### config.mk
export PLATFORM = sky130hd
export DESIGN_NAME = fixed_point_divider
export DESIGN_NICKNAME = d
export VERILOG_FILES = /design/src/rtl/fixed_point_divider.sv
export SDC_FILE = /design/constraint.sdc
export NUM_CORES = 1
export LEC_CHECK = 0
export ABC_AREA = 0
export CORE_UTILIZATION = 40
export DETAILED_ROUTE_END_ITERATION = 6
export PLACE_DENSITY = 0.62
export SLEW_MARGIN = 15
export SYNTH_ARGS = -nofsm -noshare
export SYNTH_HDL_FRONTEND = slang
export SYNTH_SLANG_ARGS = --single-unit
### constraint.sdc
create_clock -name clk -period 4.7 [get_ports clk]
set_input_delay 0.47 -clock clk [delete_from_list [all_inputs] [get_ports clk]]
set_output_delay 0.47 -clock clk [all_outputs]
set_load 0.005 [all_outputs]
### src/rtl/fixed_point_divider.sv
// fixed_point_divider: iterative signed Q(M.Q) divider, radix-2 restoring on magnitudes
module fixed_point_divider #(
  parameter int M = 7,
  parameter int Q = 8,
  parameter bit SATURATE = 1,
  localparam int W = M + Q + 1
) (
  input  logic         clk,
  input  logic         reset,
  input  logic         in_valid,
  output logic         in_ready,
  input  logic [W-1:0] a,
  input  logic [W-1:0] b,
  output logic         out_valid,
  input  logic         out_ready,
  output logic [W-1:0] quot,
  output logic         overflow,
  output logic         div_by_zero
);
  localparam int WQ = W + Q;
  localparam int CW = $clog2(WQ);
  typedef enum logic [1:0] {IDLE, CALC, FIX, DONE} state_t;
  state_t state, state_n;
  logic [WQ-1:0] n, qacc;
  logic [W:0] d, rem, r2, abs_a, abs_b;
  logic [WQ:0] nx, lim;
  logic [CW-1:0] count;
  logic [W-1:0] max_p, qw, qf;
  logic sign, ge, ovf;
  // magnitudes in W+1 bits so the most negative operand stays exact
  assign abs_a = a[W-1] ? -{a[W-1], a} : {a[W-1], a};
  assign abs_b = b[W-1] ? -{b[W-1], b} : {b[W-1], b};
  assign nx = (WQ+1)'(abs_a) << Q;
  assign max_p = {1'b0, {(W-1){1'b1}}};
  assign r2 = {rem[W-1:0], n[WQ-1]};
  assign ge = r2 >= d;
  assign lim = (WQ+1)'(1) << (W-1);
  assign ovf = sign ? {1'b0, qacc} > lim : {1'b0, qacc} >= lim;
  assign qw = sign ? -qacc[W-1:0] : qacc[W-1:0];
  assign qf = (ovf && SATURATE) ? (sign ? ~max_p : max_p) : qw;
  assign in_ready = state == IDLE;
  always_comb begin
    state_n = state;
    case (state)
      IDLE: state_n = in_valid ? (b == '0 ? DONE : CALC) : IDLE;
      CALC: state_n = count == CW'(WQ-1) ? FIX : CALC;
      FIX:  state_n = DONE;
      DONE: state_n = (out_valid && out_ready) ? IDLE : DONE;
      default: state_n = IDLE;
    endcase
  end
  always_ff @(posedge clk) begin
    if (reset) begin
      state <= IDLE;
      out_valid <= 1'b0;
      quot <= '0;
      overflow <= 1'b0;
      div_by_zero <= 1'b0;
    end else begin
      state <= state_n;
      out_valid <= state == DONE && !(out_valid && out_ready);
      if (state == IDLE && in_valid && b == '0) begin
        quot <= a[W-1] ? ~max_p : max_p;
        overflow <= 1'b0;
        div_by_zero <= 1'b1;
      end
      if (state == FIX) begin
        quot <= qf;
        overflow <= ovf;
        div_by_zero <= 1'b0;
      end
    end
  end
  always_ff @(posedge clk) begin
    if (state == IDLE) begin
      n <= nx[WQ-1:0];
      d <= abs_b;
      rem <= '0;
      qacc <= '0;
      count <= '0;
      sign <= a[W-1] ^ b[W-1];
    end else if (state == CALC) begin
      n <= n << 1;
      rem <= ge ? r2 - d : r2;
      qacc <= {qacc[WQ-2:0], ge};
      count <= count + 1'b1;
    end
  end
endmodule

==> impl_metrics.ini, run 1 <==
[setup_path]
reg2reg_depth = 10
worstSetupStartpoint = state[0]
crit_type = reg2reg
r2r_slack_ns = 1.56
start_kind = flop
cp-end-kind = flop
path_depth = 10
path_buf_inv = 4
required_ns = 4.95
cp-endpoint = quot[2]
r2r_start = state[0]
crit_arrival_ns = 3.39
rr_endpoint = quot[2]
cp_top_family = compound AO/OA/AOI/OAI gates
critPathMostFrequentCell = buf_4
critical-path-slowest-cell = a211oi_1
slowest_delay_ns = 0.84
cp_max_fo = 36
crit_chain = buf_4 -> or2_2 -> inv_1 -> buf_4 -> nand3_1 -> nor3_2 -> buf_4 -> a211oi_1 -> o21ai_0 -> o41ai_1

[route]
wl_mm = 13.62
wl_per_cell_um = 15.00
dr.pass1.iters = 6
drtIter0Drc = 417
ant_nets = 0
vias = 5096
post_drt_via_cell_ratio = 5.612
drc = 0

[clock_tree]
clk_latency_ns = 0.34
cts_tree = done
cts_root_buf = clkbuf_16
cts_buffers = 9
clkSinkCount = 100
cts_hold_buf = 0
path_clk_slew_ns = 0.06
cts_resized = 0
cts_setup_buffers = 0
cts_max_level = 3
clockBufferDepth = 2

[sta]
tightest_slew_ns = 0.9747
finalSetupViolations = 0
hold_slack_ns = 0.4582
min_period_ns = 3.143
finalCritPeriodShare_pct = 66.86
finalHoldViolCount = 0
clock_skew_ns = 0.005247
max_freq_mhz = 318.2
rsz0062_at_grt = false
maxSlewViolCount = 0
relSlewSlack_pct = 34.63
setup_tns_ns = 0

[synthesis]
synth_top_area_share_pct = 22.67
synth_ff_type = dfxtp_1
synthAdderAreaFrac_pct = 4.851
postSynth.asyncResetShare_pct = 0
synth_nets = 746
synth_top_family_by_area = compound AO/OA/AOI/OAI gates
synth_top_area_cell = dfxtp_1
synth.avg_cell_area_um2 = 8.473
synth_cells = 688
ys_ff_latch = 100
ys_top_cells_by_count = nand2_1, o21ai_0, dfxtp_1
synth.distinct_cells = 66
yosysMostFrequentCell = nand2_1
synth_simple_gate_area_share_pct = 20.03
synthMuxAreaShare_pct = 0.5151
synthTopCellsByArea = dfxtp_1, edfxtp_1, o21ai_0
synthXorXnorAreaFrac_pct = 6.160
syn_area_um2 = 5829
synth-edff-count = 34
ys_warn_count = 0
synth-compound-area-share_pct = 22.69
seq_area_frac_synth_pct = 40.18

[pwr]
irDropWorstVdd_v = 0.0001643
total_power_mw = 1.838
cellPowerDensity_nw_per_um2 = 273.3
power_leakage_nw = 2.568

[cells_and_area]
ff_latch_area_um2 = 2344
layout-drive-gt1-share_pct = 4.945
diodes = 0
area_delta_synth_final_pct = 15.41
fillCellCount = 1317
multi_input_area_um2 = 3166
nets = 781

[floorplan]
start_util_pct = 41.51
core_area_um2 = 14040
die_w_um = 122.7
num_rows = 43
boundaryPins = 56
die_y_um = 122.7
die-area_um2 = 15060

[placement]
dpl.hpwl_mm = 9.856
io_buffers = 55
gp_congestion = 0.9133

[flow_run]
maxCapViolCount = 0

[worst_hold_path]
hold_class = reg2reg

[run_status]
status = complete, no violations

[grt]
grt_antenna_before_repair = 0
track_usage_pct = 19.03
grt_pass1_vias = 4709
grt_pass1_wl_mm = 22.49
overflow = 0
grt_max_degree = 74
==> registers in the layout, indices dropped and copies added, names as in the netlist <==
name,flops
out_valid,1
n,16
quot,16
sign,1
overflow,1
state,2
count,5
d,17
qacc,24
div_by_zero,1
rem,16
==> layout by cell type (no fill, tap or decap), types with 10 or more instances in the layout <==
cell | netlist | final
nand2_1 | 120 | 120
o21ai_0 | 93 | 93
dfxtp_1 | 66 | 65
clkdlybuf4s50_1 | 0 | 55
edfxtp_1 | 34 | 34
inv_1 | 29 | 29
nor2_1 | 29 | 29
xor2_1 | 22 | 22
ha_1 | 21 | 21
xnor2_1 | 19 | 19
a21oi_1 | 19 | 19
nor3_1 | 18 | 18
o31ai_1 | 14 | 14
nand4_1 | 12 | 12
or3_1 | 10 | 10
a21o_1 | 10 | 10
o211ai_1 | 10 | 10
a21boi_0 | 10 | 10
buf_4 | 2 | 10
==> layer usage <==
layer	vias to the layer above	wire length, µm	global-route usage, %
li1	2554	-	-
met3	23	716	4.740
met2	119	6256	30.51
met5	-	0	0
met4	0	270	5.488
met1	2400	6372	25.25
==> cell families after synthesis <==
kind of cell	after synthesis
simple gates	243
mux	3
other cells	1
flops	100
buf+inv	71
fa+ha+maj	22
xor+xnor	41
compound gates	207
==> worst min-delay path by stage <==
stage / to / depth (start not counted) / slack [ns] / start
final: qacc[23] / 2 / 0.46 / qacc[23]
after floorplan: qacc[23] / 2 / 0.42 / qacc[23]
after global routing: qacc[23] / 2 / 0.49 / qacc[23]
after global placement: qacc[23] / 2 / 0.43 / qacc[23]
after CTS: qacc[23] / 2 / 0.47 / qacc[23]
after detailed placement: qacc[23] / 2 / 0.45 / qacc[23]
==> worst min-delay path, cell delays in order, from the launching register on <==
cell	delay [ns]
dfxtp_1	0.32
nand2_1	0.04
o21ai_0	0.06
==> cell type report <==
cell class,instances,share of cell area (%)
flip-flops and latches,100,34.83
clock inverters,3,0.2232
repair buffers,65,9.299
well taps,180,3.348
multi-input cells,517,47.05
inverters,30,1.674
clock buffers,13,3.571
==> metrics by stage <==
| step | worst slack (ns) | utilization, % | cells | cell area, µm² |
|---|---|---|---|---|
| finish | 1.557 | 47.91 | 908 | 6728 |
| global route | 1.181 | 47.91 | 908 | 6728 |
| global placement | 1.609 | 46.09 | 892 | 6472 |
| CTS | 1.523 | 47.91 | 908 | 6728 |
| floorplan | 2.243 | - | 688 | 5829 |
| detailed placement | 1.538 | 46.09 | 892 | 6472 |
==> power by group <==
part / leakage (nW) / switching (mW) / internal [mW]
logic: 1.55 / 0.120 / 0.0950
registers: 0.890 / 0.0173 / 0.937
clock network: 0.127 / 0.312 / 0.357
total: 2.57 / 0.449 / 1.39
Note: power is estimated with default switching activity, not from simulation.
==> inputs of run 2 (changes only) <==
==> constraint.sdc (replaced) <==
create_clock -name clk -period 3.3 [get_ports clk]
set_input_delay 0.33 -clock clk [delete_from_list [all_inputs] [get_ports clk]]
set_output_delay 0.33 -clock clk [all_outputs]
set_load 0.005 [all_outputs]
==> run 2 against run 1 <==
Against the previous run: utilization is 0.20 points higher; first-iteration DRC count is 14% lower; routed wire length is 4.1% higher; sequential power is 41% higher; sequential share of layout area fell by 0.15 points; largest power group unchanged.
==> impl_metrics.ini, run 2 (synthesis gave the netlist of run 1 again) <==
[cells_and_area]
diodes = 0
largest-register = qacc
fillCellCount = 1321
layout-drive-gt1-share_pct = 5.616
largest_register_ffs = 24
layout_common_cells = nand2_1, o21ai_0, dfxtp_1, clkdlybuf4s50_1, edfxtp_1
area_delta_synth_final_pct = 15.90
layout_commonest_cell = nand2_1
nets = 783
reg_top3 = qacc: 24 flops, d: 17 flops

[route]
drc = 0
vias = 5087
drtIter0Drc = 359
dr.pass1.iters = 5
wl_mm = 14.17
ant_nets = 0
post_drt_via_cell_ratio = 5.590
wl_per_cell_um = 15.57

[sta]
finalHoldViolCount = 0
min_period_ns = 2.776
maxSlewViolCount = 0
hold_slack_ns = 0.4731
clock_skew_ns = 0.007413
tightest_slew_ns = 0.9487
finalSetupViolations = 0
rsz0062_at_grt = false
setup_tns_ns = 0
finalCritPeriodShare_pct = 84.12
relSlewSlack_pct = 36.37
max_freq_mhz = 360.3

[floorplan]
boundaryPins = 56
num_rows = 43
die_y_um = 122.7
die_w_um = 122.7
start_util_pct = 41.51
core_area_um2 = 14040
die-area_um2 = 15060

[setup_path]
cp_top_family = compound AO/OA/AOI/OAI gates
slowest_delay_ns = 0.49
crit_type = reg2reg
cp-end-kind = flop
critical-path-slowest-cell = o31ai_1
required_ns = 3.54
crit_chain = inv_1 -> ha_1 -> and3_1 -> nand4_1 -> o31ai_1 -> a221o_1 -> nor2_1 -> o311ai_0
path_buf_inv = 1
start_kind = flop
crit_arrival_ns = 3.01
cp_max_fo = 8

[clock_tree]
clkSinkCount = 100
path_clk_slew_ns = 0.07
cts_resized = 0
cts_max_level = 3
clockBufferDepth = 2
clk_latency_ns = 0.35
cts_buffers = 9
cts_tree = done
cts_root_buf = clkbuf_16
cts_setup_buffers = 0
cts_hold_buf = 0

[pwr]
cellPowerDensity_nw_per_um2 = 395.1
irDropWorstVdd_v = 0.0002867
total_power_mw = 2.669
power_leakage_nw = 2.590

[grt]
grt_max_degree = 67
track_usage_pct = 19.64
grt_antenna_before_repair = 0
grt_pass1_vias = 4785
overflow = 0
grt_pass1_wl_mm = 23.29

[placement]
gp_congestion = 0.8844
io_buffers = 55
dpl.hpwl_mm = 10.27

[run_status]
status = complete, no violations

[worst_hold_path]
hold_class = reg2reg

[flow_run]
maxCapViolCount = 0
-- run 2: cell types whose count changed in the layout (fill, tap and decap cells not counted), sizes merged --
cell / delta
buf: +2
clkbuf: -2
clkinv: +1
inv: +1
-- run 2: report_power, final --
group | total (mW) | internal, mW | switching, mW
combinational | 0.316 | 0.138 | 0.178
sequential | 1.35 | 1.33 | 0.0203
clock | 0.998 | 0.528 | 0.470
-- run 2: worst reg2reg max path: cells and delay by family (launching register included) --
kind | cells | cell delay [ns]
AOI/OAI and AO/OA | 3 | 1.29
adders and majority gates | 1 | 0.37
buffers and inverters | 1 | 0.04
DFF | 1 | 0.33
and+or+nand+nor | 3 | 0.64
-- run 2: final timing paths --
kind | slack [ns] | from | cells past startpoint | end
max | 0.52 | d[7] | 8 | rem[6]
min | 0.47 | qacc[18] | 2 | qacc[19]
max reg2reg | 0.52 | d[7] | 8 | rem[6]
min reg2reg | 0.47 | qacc[18] | 2 | qacc[19]
-- run 2: layer usage --
metal / GRT usage [%] / wire, µm / vias to the layer above
li1: - / - / 2555
met3: 3.625 / 559 / 15
met5: 0 / 0 / -
met4: 6.707 / 235 / 0
met2: 31.81 / 6660 / 108
met1: 26.16 / 6717 / 2409
-- run 2: final cells by class --
class,instances,area (µm²),share of cell area [%]
clock buffers,11,242.7,3.593
clock inverters,5,26.28,0.3889
inverters,30,112.6,1.667
multi-input cells,517,3166,46.85
flip-flops and latches,100,2344,34.69
well taps,180,225.2,3.333
repair buffers,67,640.6,9.481
-- run 2: metrics by stage --
step / cell area (µm²) / cells / util [%] / setup WS, ns
floorplan: 5829 / 688 / - / 0.8914
global placement: 6487 / 894 / 46.20 / 0.4133
detailed placement: 6487 / 894 / 46.20 / 0.3619
CTS: 6756 / 910 / 48.12 / 0.5481
global route: 6756 / 910 / 48.12 / 0.2937
finish: 6756 / 910 / 48.12 / 0.5242
